**config.mk**
```make
export PLATFORM = sky130hd
export DESIGN_NAME = st7789_window_streamer
export DESIGN_NICKNAME = d
export VERILOG_FILES = /design/src/rtl/st7789_window_streamer.sv
export SDC_FILE = /design/constraint.sdc
export NUM_CORES = 1
export LEC_CHECK = 0
export BUFFER_PORTS_ARGS = -buffer_cell sky130_fd_sc_hd__buf_2
export CAP_MARGIN = 10
export CELL_PAD_IN_SITES_DETAIL_PLACEMENT = 0
export CELL_PAD_IN_SITES_GLOBAL_PLACEMENT = 1
export CORE_UTILIZATION = 43
export DETAILED_ROUTE_END_ITERATION = 10
export HOLD_SLACK_MARGIN = 0.05
export PLACE_DENSITY = 0.8
export SETUP_SLACK_MARGIN = 0.05
export SKIP_LAST_GASP = 1
export SYNTH_ARGS = -nofsm -noshare
export SYNTH_HDL_FRONTEND = slang
export SYNTH_SLANG_ARGS = --single-unit
```
**constraint.sdc**
```tcl
create_clock -name w_clk -period 2.12 [get_ports w_clk]
set_clock_uncertainty 0.05 [all_clocks]
set_input_delay 0.424 -clock w_clk [delete_from_list [all_inputs] [get_ports w_clk]]
set_output_delay 0.424 -clock w_clk [all_outputs]
set_load 0.02 [all_outputs]
```
**src/rtl/st7789_window_streamer.sv**
```systemverilog
// st7789_window_streamer: ST7789 init sequence plus windowed RGB565 writer over SCL/SDA/DC.
// Panel reset/init logic is built only when `ST7789_INIT_EN is defined.
module st7789_window_streamer #(
  parameter int         CLK_DIV  = 2,
  parameter int         WIDTH    = 240,
  parameter int         HEIGHT   = 240,
  parameter int         X_OFS    = 0,
  parameter int         Y_OFS    = 0,
  parameter logic [7:0] MADCTL   = 8'h00,
  parameter int         RST_CYC  = 10000,
  parameter int         WAIT_CYC = 200000
) (
  input  logic        w_clk,
  input  logic        w_rst_n,
  input  logic        start,
  input  logic [7:0]  x0,
  input  logic [7:0]  x1,
  input  logic [7:0]  y0,
  input  logic [7:0]  y1,
  input  logic [15:0] pix_data,
  input  logic        pix_valid,
  output logic        pix_ready,
  output logic        st7789_SCL,
  output logic        st7789_SDA,
  output logic        st7789_DC,
  output logic        st7789_RES,
  output logic        busy,
  output logic        frame_done,
  output logic        err
);
  typedef enum logic [3:0] {
    INIT_RES_LO, INIT_RES_HI, INIT_CMD, INIT_WAIT, IDLE, HDR, PIX_HI, PIX_LO, DONE
  } state_t;
  localparam logic [7:0]  DIV_M1 = 8'(CLK_DIV - 1);
  localparam logic [8:0]  W_LIM  = 9'(WIDTH);
  localparam logic [8:0]  H_LIM  = 9'(HEIGHT);
  localparam logic [15:0] XO     = 16'(X_OFS);
  localparam logic [15:0] YO     = 16'(Y_OFS);
`ifdef ST7789_INIT_EN
  localparam state_t      RST_ST = INIT_RES_LO;
  localparam logic [31:0] RST_T  = 32'(RST_CYC);
  localparam logic [31:0] WAIT_T = 32'(WAIT_CYC);
`else
  localparam state_t      RST_ST = IDLE;
`endif
  if (CLK_DIV < 1 || CLK_DIV > 255 || RST_CYC < 1 || WAIT_CYC < 1) begin : g_bad_cfg
    $error("st7789_window_streamer: CLK_DIV, RST_CYC or WAIT_CYC out of range");
  end
  state_t      state, state_nx;
  logic        eng_busy, ld, ok;
  logic [8:0]  ld_byte, dx, dy;
  logic [6:0]  sh;
  logic [2:0]  bit_cnt;
  logic [7:0]  div, wx0, wx1, wy0, wy1, pix_lo;
  logic [3:0]  idx;
  logic [16:0] pcnt;
  logic [15:0] hx0, hx1, hy0, hy1;
  assign dx  = {1'b0, x1} - {1'b0, x0} + 9'd1;
  assign dy  = {1'b0, y1} - {1'b0, y0} + 9'd1;
  assign ok  = x0 <= x1 && {1'b0, x1} < W_LIM && y0 <= y1 && {1'b0, y1} < H_LIM;
  assign hx0 = {8'h00, wx0} + XO;
  assign hx1 = {8'h00, wx1} + XO;
  assign hy0 = {8'h00, wy0} + YO;
  assign hy1 = {8'h00, wy1} + YO;
  // Byte engine: every SCL fall (including the load) shifts out the next bit; one idle cycle ends each byte.
  always_ff @(posedge w_clk or negedge w_rst_n)
    if (!w_rst_n) begin
      eng_busy   <= 1'b0;
      st7789_SCL <= 1'b1;
      st7789_SDA <= 1'b0;
      st7789_DC  <= 1'b0;
      sh         <= '0;
      bit_cnt    <= '0;
      div        <= '0;
    end else if (!eng_busy) begin
      if (ld) begin
        eng_busy   <= 1'b1;
        st7789_SCL <= 1'b0;
        st7789_DC  <= ld_byte[8];
        st7789_SDA <= ld_byte[7];
        sh         <= ld_byte[6:0];
        bit_cnt    <= 3'd7;
        div        <= DIV_M1;
      end
    end else if (div != 8'd0) div <= div - 8'd1;
    else if (!st7789_SCL) begin
      st7789_SCL <= 1'b1;
      div        <= DIV_M1;
    end else if (bit_cnt != 3'd0) begin
      st7789_SCL <= 1'b0;
      st7789_SDA <= sh[6];
      sh         <= {sh[5:0], 1'b0};
      bit_cnt    <= bit_cnt - 3'd1;
      div        <= DIV_M1;
    end else eng_busy <= 1'b0;
`ifdef ST7789_INIT_EN
  logic [31:0] tmr;
  // INIT_WAIT only counts once the preceding command byte has fully left the wire.
  always_ff @(posedge w_clk or negedge w_rst_n)
    if (!w_rst_n) begin
      tmr        <= '0;
      st7789_RES <= 1'b1;
    end else begin
      tmr        <= (state_nx != state) ? 32'd0 : (state == INIT_WAIT && eng_busy) ? tmr : tmr + 32'd1;
      st7789_RES <= state_nx != INIT_RES_LO;
    end
`else
  assign st7789_RES = 1'b1;
`endif
  always_ff @(posedge w_clk or negedge w_rst_n)
    if (!w_rst_n) begin
      state  <= RST_ST;
      idx    <= '0;
      pcnt   <= '0;
      wx0    <= '0;
      wx1    <= '0;
      wy0    <= '0;
      wy1    <= '0;
      pix_lo <= '0;
      err    <= 1'b0;
    end else begin
      state <= state_nx;
      idx   <= (state == IDLE) ? 4'd0 : ld ? idx + 4'd1 : idx;
      err   <= state == IDLE && start && !ok;
      if (state == IDLE && start) begin
        wx0  <= x0;
        wx1  <= x1;
        wy0  <= y0;
        wy1  <= y1;
        pcnt <= {8'h00, dx} * {8'h00, dy};
      end else if (state == PIX_LO && ld) pcnt <= pcnt - 17'd1;
      if (state == PIX_HI && ld) pix_lo <= pix_data[7:0];
    end
  always_comb begin
    state_nx = state;
    case (state)
`ifdef ST7789_INIT_EN
      INIT_RES_LO: state_nx = (tmr == RST_T) ? INIT_RES_HI : state;
      INIT_RES_HI: state_nx = (tmr == RST_T - 32'd1) ? INIT_CMD : state;
      INIT_CMD:    state_nx = (!eng_busy && idx == 4'd9) ? IDLE : (ld && idx <= 4'd1) ? INIT_WAIT : state;
      INIT_WAIT:   state_nx = (!eng_busy && tmr == WAIT_T - 32'd1) ? INIT_CMD : state;
`endif
      IDLE:        state_nx = (start && ok) ? HDR : state;
      HDR:         state_nx = (ld && idx == 4'd10) ? PIX_HI : state;
      PIX_HI:      state_nx = ld ? PIX_LO : state;
      PIX_LO:      state_nx = ld ? ((pcnt == 17'd1) ? DONE : PIX_HI) : state;
      DONE:        state_nx = eng_busy ? state : IDLE;
      default:     state_nx = RST_ST;
    endcase
  end
  always_comb begin
    ld      = 1'b0;
    ld_byte = 9'h000;
    case (state)
      INIT_CMD: begin
        ld = !eng_busy && idx != 4'd9;
        case (idx)
          4'd0:    ld_byte = 9'h001;
          4'd1:    ld_byte = 9'h011;
          4'd2:    ld_byte = 9'h03A;
          4'd3:    ld_byte = 9'h155;
          4'd4:    ld_byte = 9'h036;
          4'd5:    ld_byte = {1'b1, MADCTL};
          4'd6:    ld_byte = 9'h021;
          4'd7:    ld_byte = 9'h013;
          default: ld_byte = 9'h029;
        endcase
      end
      HDR: begin
        ld = !eng_busy;
        case (idx)
          4'd0:    ld_byte = 9'h02A;
          4'd1:    ld_byte = {1'b1, hx0[15:8]};
          4'd2:    ld_byte = {1'b1, hx0[7:0]};
          4'd3:    ld_byte = {1'b1, hx1[15:8]};
          4'd4:    ld_byte = {1'b1, hx1[7:0]};
          4'd5:    ld_byte = 9'h02B;
          4'd6:    ld_byte = {1'b1, hy0[15:8]};
          4'd7:    ld_byte = {1'b1, hy0[7:0]};
          4'd8:    ld_byte = {1'b1, hy1[15:8]};
          4'd9:    ld_byte = {1'b1, hy1[7:0]};
          default: ld_byte = 9'h02C;
        endcase
      end
      PIX_HI: begin
        ld      = !eng_busy && pix_valid;
        ld_byte = {1'b1, pix_data[15:8]};
      end
      PIX_LO: begin
        ld      = !eng_busy;
        ld_byte = {1'b1, pix_lo};
      end
      default: ld = 1'b0;
    endcase
    pix_ready  = state == PIX_HI && !eng_busy;
    frame_done = state == DONE && !eng_busy;
    busy       = !(state == IDLE || frame_done);
  end
endmodule
```
# Word level (Yosys, flattened, before mapping)

Memory sizes are Yosys's and may differ from the RTL's.
Cells that the tools add are included.

Equality and inequality tests: 27
Reduce and logical (&&, ||, !) cells: 30
$add $sub $neg: 8
Multipliers: 1
$lt $le $gt $ge: 4
Mux-type cells: 45
Bitwise logic cells: 1

Operators by type and width:

| operator                                                               | count |
|---|---|
| 9-bit case mux with 7 select lines                                     | 1 |
| 8-bit 2-to-1 mux                                                       | 5 |
| 9-bit case mux with 4 select lines                                     | 1 |
| 7-bit 2-to-1 mux                                                       | 5 |
| 17-bit 2-to-1 mux                                                      | 2 |
| 4-bit by 3-bit equality test with 1-bit output, second input constant  | 8 |
| 4-bit 2-to-1 mux                                                       | 8 |
| 4-bit case mux with 5 select lines                                     | 1 |
| 9-bit by 1-bit adder with 9-bit output, second input constant          | 2 |
| 8-bit by 8-bit subtractor with 9-bit output                            | 2 |
| 17-bit by 1-bit equality test with 1-bit output, second input constant | 1 |
| 9-bit by 9-bit multiplier with 17-bit output                           | 1 |
| 17-bit by 1-bit subtractor with 17-bit output, second input constant   | 1 |
| 4-bit equality test, second input constant                             | 4 |
| 8-bit less-or-equal comparator                                         | 2 |
| 8-bit < comparator, second input constant                              | 2 |
| 1-bit 2-to-1 mux                                                       | 15 |
| 3-bit 2-to-1 mux                                                       | 5 |
| 2-bit inequality test, second input constant                           | 7 |
| 1-bit logical AND                                                      | 13 |
| 4-bit by 2-bit equality test with 1-bit output, second input constant  | 3 |
| 9-bit 2-to-1 mux                                                       | 1 |
| 8-bit nonzero test                                                     | 1 |
| 8-bit by 1-bit subtractor with 8-bit output, second input constant     | 1 |
| other kinds (18)                                                       | 24 |

Word-level logic and storage cells: 133
ROM bits: 64
Input port bits: 52
Output and inout port bits: 8
Register bits after elaboration: 88
Memories kept: 1

Memories:

| memory          | depth | bits a word | rd ports | clocked after memory_dff | wr ports | RTL line | source |
|---|---|---|---|---|---|---|---|
| (no name shown) | 8     | 8           | 1        | 0                        | 0        | 157      | `case (idx)` |

# Depth between registers and ports, before layout

Depth in word-level cells: 7
Gate-level depth with buffers: 29

# Worst setup path after synthesis

Ideal clock, no wire load.

Kind: input -> register
Start point: input port y1[1]
End point: register pcnt[16]
Path buffers: 0
Setup time: 0.125 ns
Arrival time: 6.056 ns
Stages on the path: 25
Path slack: -4.111 ns
Cells stage by stage: inv_1 > ha_1 > inv_1 > ha_1 > fa_1 > a21o_1 > a21oi_1 > o21bai_1 > a21oi_1 > xor2_1 > nor2_1 > fa_1 > fa_1 > fa_1 > inv_1 > fa_1 > inv_1 > ha_1 > a21oi_1 > a21oi_1 > a21oi_1 > a31oi_1 > nor2_1 > xnor3_1 > mux2_2

Word-level cells in the longest chain between the ends: 4

Ends and longest elaborated chain:

| what                                         | RTL line | source |
|---|---|---|
| from (decl)                                  | 19       | `input logic [7:0] y1,` |
| 8-bit by 8-bit subtractor with 9-bit output  | 59       | `assign dy = {1'b0, y1} - {1'b0, y0} + 9'd1;` |
| 9-bit by 1-bit adder with 9-bit output       | 59       |  |
| 9-bit by 9-bit multiplier with 17-bit output | 130      | `pcnt <= {8'h00, dx} * {8'h00, dy};` |
| 17-bit 2-to-1 mux                            | 125      | `if (state == IDLE && start) begin` |
| to (signal assigned)                         | 130      |  |
| to (signal assigned)                         | 131      | `end else if (state == PIX_LO && ld) pcnt <= pcnt - 17'd1;` |
| to (decl)                                    | 56       | `logic [16:0] pcnt;` |

Every way passes these cells.
A chain may end at the register's enable or synchronous reset.

# Final worst setup path

Ends and elaborated chain as after synthesis.

==> metrics.md <==
| Metric | Value |
|---|---|
| Status | finished, violations left |
| Failing checks | setup timing |
| Top cells by count, synth | inv_1, ha_1, nand2_1 |
| Final hold violations | 0 |
| Initial Util | 44.3% |
| Die ar. | 20100 µm² |
| # DRC | 0 |
| Final count of pins violating max slew | 0 |
| Most frequent cell after synthesis | inv_1 |
| Crit Path Max Fanout | 6 |
| Top_reg_cell synth | dfrtp_1 |
| Post-synthesis async set-or-reset flop share | 100% |
| Htree depth | 3 |
| Final WS setup | -3.57 ns |
| Worst-margin pin slew | 0.548 ns |
| Area share of the largest cell type after synthesis | 25.6% |
| DR pass1 iterations | 5 |
| Clock Latency Late Sink | 0.36 ns |
| Fraction of layout cells with a size suffix above 1 | 39.6% |
| Final critical-path required period | 5.69 ns |
| Fillers | 1562 |
| Mapped Avg Cell Area | 8.61 µm² |
| Num CTS Buffers | 9 |
| First-pass GRT wire length | 39700 µm |
| # diodes | 0 |
| Period Utilization, post-route | 268% |
| Wire length per cell | 16.3 µm |
| Synth area leader | dfrtp_1 |
| Hold WC Path Type | input port to flop |
| I/O pin cnt | 60 |
| Gate Count Post-Synth | 976 |
| Root Buffer | clkbuf_16 |
| Via density per instance | 5.23 |
| Setup slack, reg-to-reg | -0.11 ns |
| Count of different cell masters after synthesis | 67 |
| Gpl congestion | 0.910 |
| Layout area overhead | 46.0% |
| Clock sink count | 88 |
| CP Data Required Time | 2.31 ns |
| Slew margin rel. | 63.1% |
| Syn nets | 1172 |
| Total gr overflow | 0 |
| Setup violators final | 24 |
| Worst setup SP type | input port |
| Mapped cell area | 8400 µm² |
| Rows | 50 |
| Dpl ws | -4.09 ns |
| Final wirelength | 24400 µm |
| CTS clock-pin slew for the worst setup and hold paths | 0.07 ns |
| Top cells by area, synth | dfrtp_1, ha_1, fa_1 |
| Maximum clock rate | 0.176 GHz |
| CP arrival | 5.88 ns |
| CTS tree | built |
| Ys Warns | 0 |
| Vias in the first global route | 8114 |
| Detailed placement HPWL | 18000 µm |
| Post-synth EDFFs | 0 |
| Post-DRT Antenna Nets | 0 |
| Largest net degree at the start of global routing | 65 |
| Initial antenna violation count | 0 |
| Max-Cap Viols | 0 |
| Core footprint | 19000 µm² |
| Seq cells post-synth | 88 |
| Layout Nets | 1429 |
| CTS max path bufs | 2 |
| Gr usage total | 25.0% |
| RSZ-0062 raised after global routing | yes |
| DRT iter0 DRCs | 309 |
| CP Class | input port to flop |
| Die H | 142 µm |
| Port Buffers | 58 |
| Register area share after synthesis | 26.2% |
| Capturing element type of the critical path | flop |
| DIE WIDTH | 142 µm |
| Total number of vias | 7829 |
==> placed cells by master, fill, tap and decap left out, types with 5 or more instances in the layout <==
master / synthesis / routed
nor2_1: 87 / 74
buf_6: 2 / 38
a31oi_1: 8 / 7
mux2i_1: 9 / 8
o21ai_0: 79 / 52
o21a_1: 6 / 6
xnor2_1: 19 / 10
o22ai_1: 8 / 6
buf_2: 2 / 50
a22oi_1: 9 / 7
clkbuf_16: 0 / 9
xor2_1: 18 / 15
nand2_1: 90 / 82
fa_1: 53 / 48
or2_2: 15 / 12
a21o_1: 12 / 12
inv_1: 139 / 117
ha_1: 91 / 59
nor3_1: 14 / 11
a21oi_1: 49 / 33
or3_1: 6 / 5
dfrtp_1: 86 / 83
nand3_1: 17 / 16
nand4_1: 7 / 7
buf_4: 1 / 182
nor2_2: 0 / 10
o21ai_2: 0 / 5
xnor2_2: 0 / 5
nor2b_1: 12 / 8
nand2b_1: 26 / 23
buf_12: 0 / 6
o21ai_1: 0 / 20
fa_2: 0 / 5
inv_2: 0 / 17
nand2_2: 1 / 6
mux2_4: 8 / 9
ha_4: 0 / 31
a21oi_2: 0 / 14
==> path summary, 6_finish.rpt <==
| kind | start | cells after the start | to |
|---|---|---|---|
| setup / recovery | y1[1] | 27 | pcnt[16] |
| hold / removal | pix_data[3] | 2 | pix_lo[3] |
| setup reg to reg | state[2] | 7 | pix_lo[4] |
| hold reg to reg | st7789_SDA | 2 | st7789_SDA |
| max in group asynchronous | w_rst_n | 3 | state[2] |
| min in group asynchronous | w_rst_n | 2 | pix_lo[6] |
==> flip-flops by register name (all words and copies together), names as in the netlist, 3 cells and up <==
name and cells:
bit_cnt 3, wx1 8, sh 7, wy1 8, wy0 8, pcnt 17, div 8, wx0 8
pix_lo 8, state 4, idx 4
==> kinds of logic after synthesis <==
| group | after synthesis | synth area share [%] |
|---|---|---|
| compound gates | 212 | 15.5 |
| simple gates | 297 | 16.7 |
| other cells | 1 | 0.0446 |
| fa+ha+maj | 144 | 26.2 |
| buf+inv | 174 | 8.03 |
| mux | 22 | 3.17 |
| xor+xnor | 38 | 4.12 |
| flops | 88 | 26.2 |
==> worst max-delay path, cell delays in order <==
cell,delay [ns]
buf_12,0.10
inv_12,0.03
ha_4,0.25
inv_2,0.04
ha_4,0.15
fa_2,0.35
a21o_1,0.17
a21oi_2,0.15
o21bai_1,0.09
a21oi_2,0.25
xor2_4,0.30
buf_6,0.15
nor2_2,0.04
fa_1,0.51
fa_1,0.43
fa_1,0.51
inv_1,0.06
fa_1,0.52
inv_1,0.06
ha_4,0.23
a21oi_2,0.14
a21oi_1,0.09
a21oi_2,0.14
a31oi_1,0.10
nor2_1,0.11
xnor3_1,0.22
mux2_4,0.27
==> stage by stage <==
stage,cells,setup TNS [ns],hold slack [ns],instance area [µm²],util [%]
floorplan,976,-41.99,0.0784,8650,-
global placement,1447,-51.18,0.328,10500,55.6
detailed placement,1447,-52.48,0.329,10500,55.6
CTS,1486,-41.57,0.241,11700,61.9
global route,1498,-46.97,0.242,12300,64.7
finish,1498,-42.57,0.247,12300,64.7
==> layout make-up <==
cell class                      instances  area (µm²)  area share (%)
Timing Repair Buffer                  279        2200            18.0
Inverter                              140         562            4.58
Clock inverter                          6         140            1.14
Multi-Input combinational cell        715        6600            53.8
Clock buffer                           10         229            1.87
Sequential cell                        88        2210            18.0
Tap cell                              260         325            2.65
==> per-layer routing <==
| layer | track usage [%] | routed length [µm] |
|---|---|---|
| met1 | 32.7 | 10800 |
| met2 | 42.9 | 12100 |
| met3 | 3.48 | 927 |
| met4 | 7.87 | 569 |
| met5 | 0 | 0 |
==> repair_timing <==
item | 4_1_cts | 5_1_grt
setup buffers | 22 | 13
hold buffers | 1 | 0
setup endpoints to repair | 45 | 53
pin swaps | 87 | 71
endpoints found under the hold margin | 25 | 0
cloned | 1 | 1
gates resized for setup | 138 | 100
Power is not shown: default switching activity piles up to over one toggle a cycle in this logic, so the estimate is an artifact.
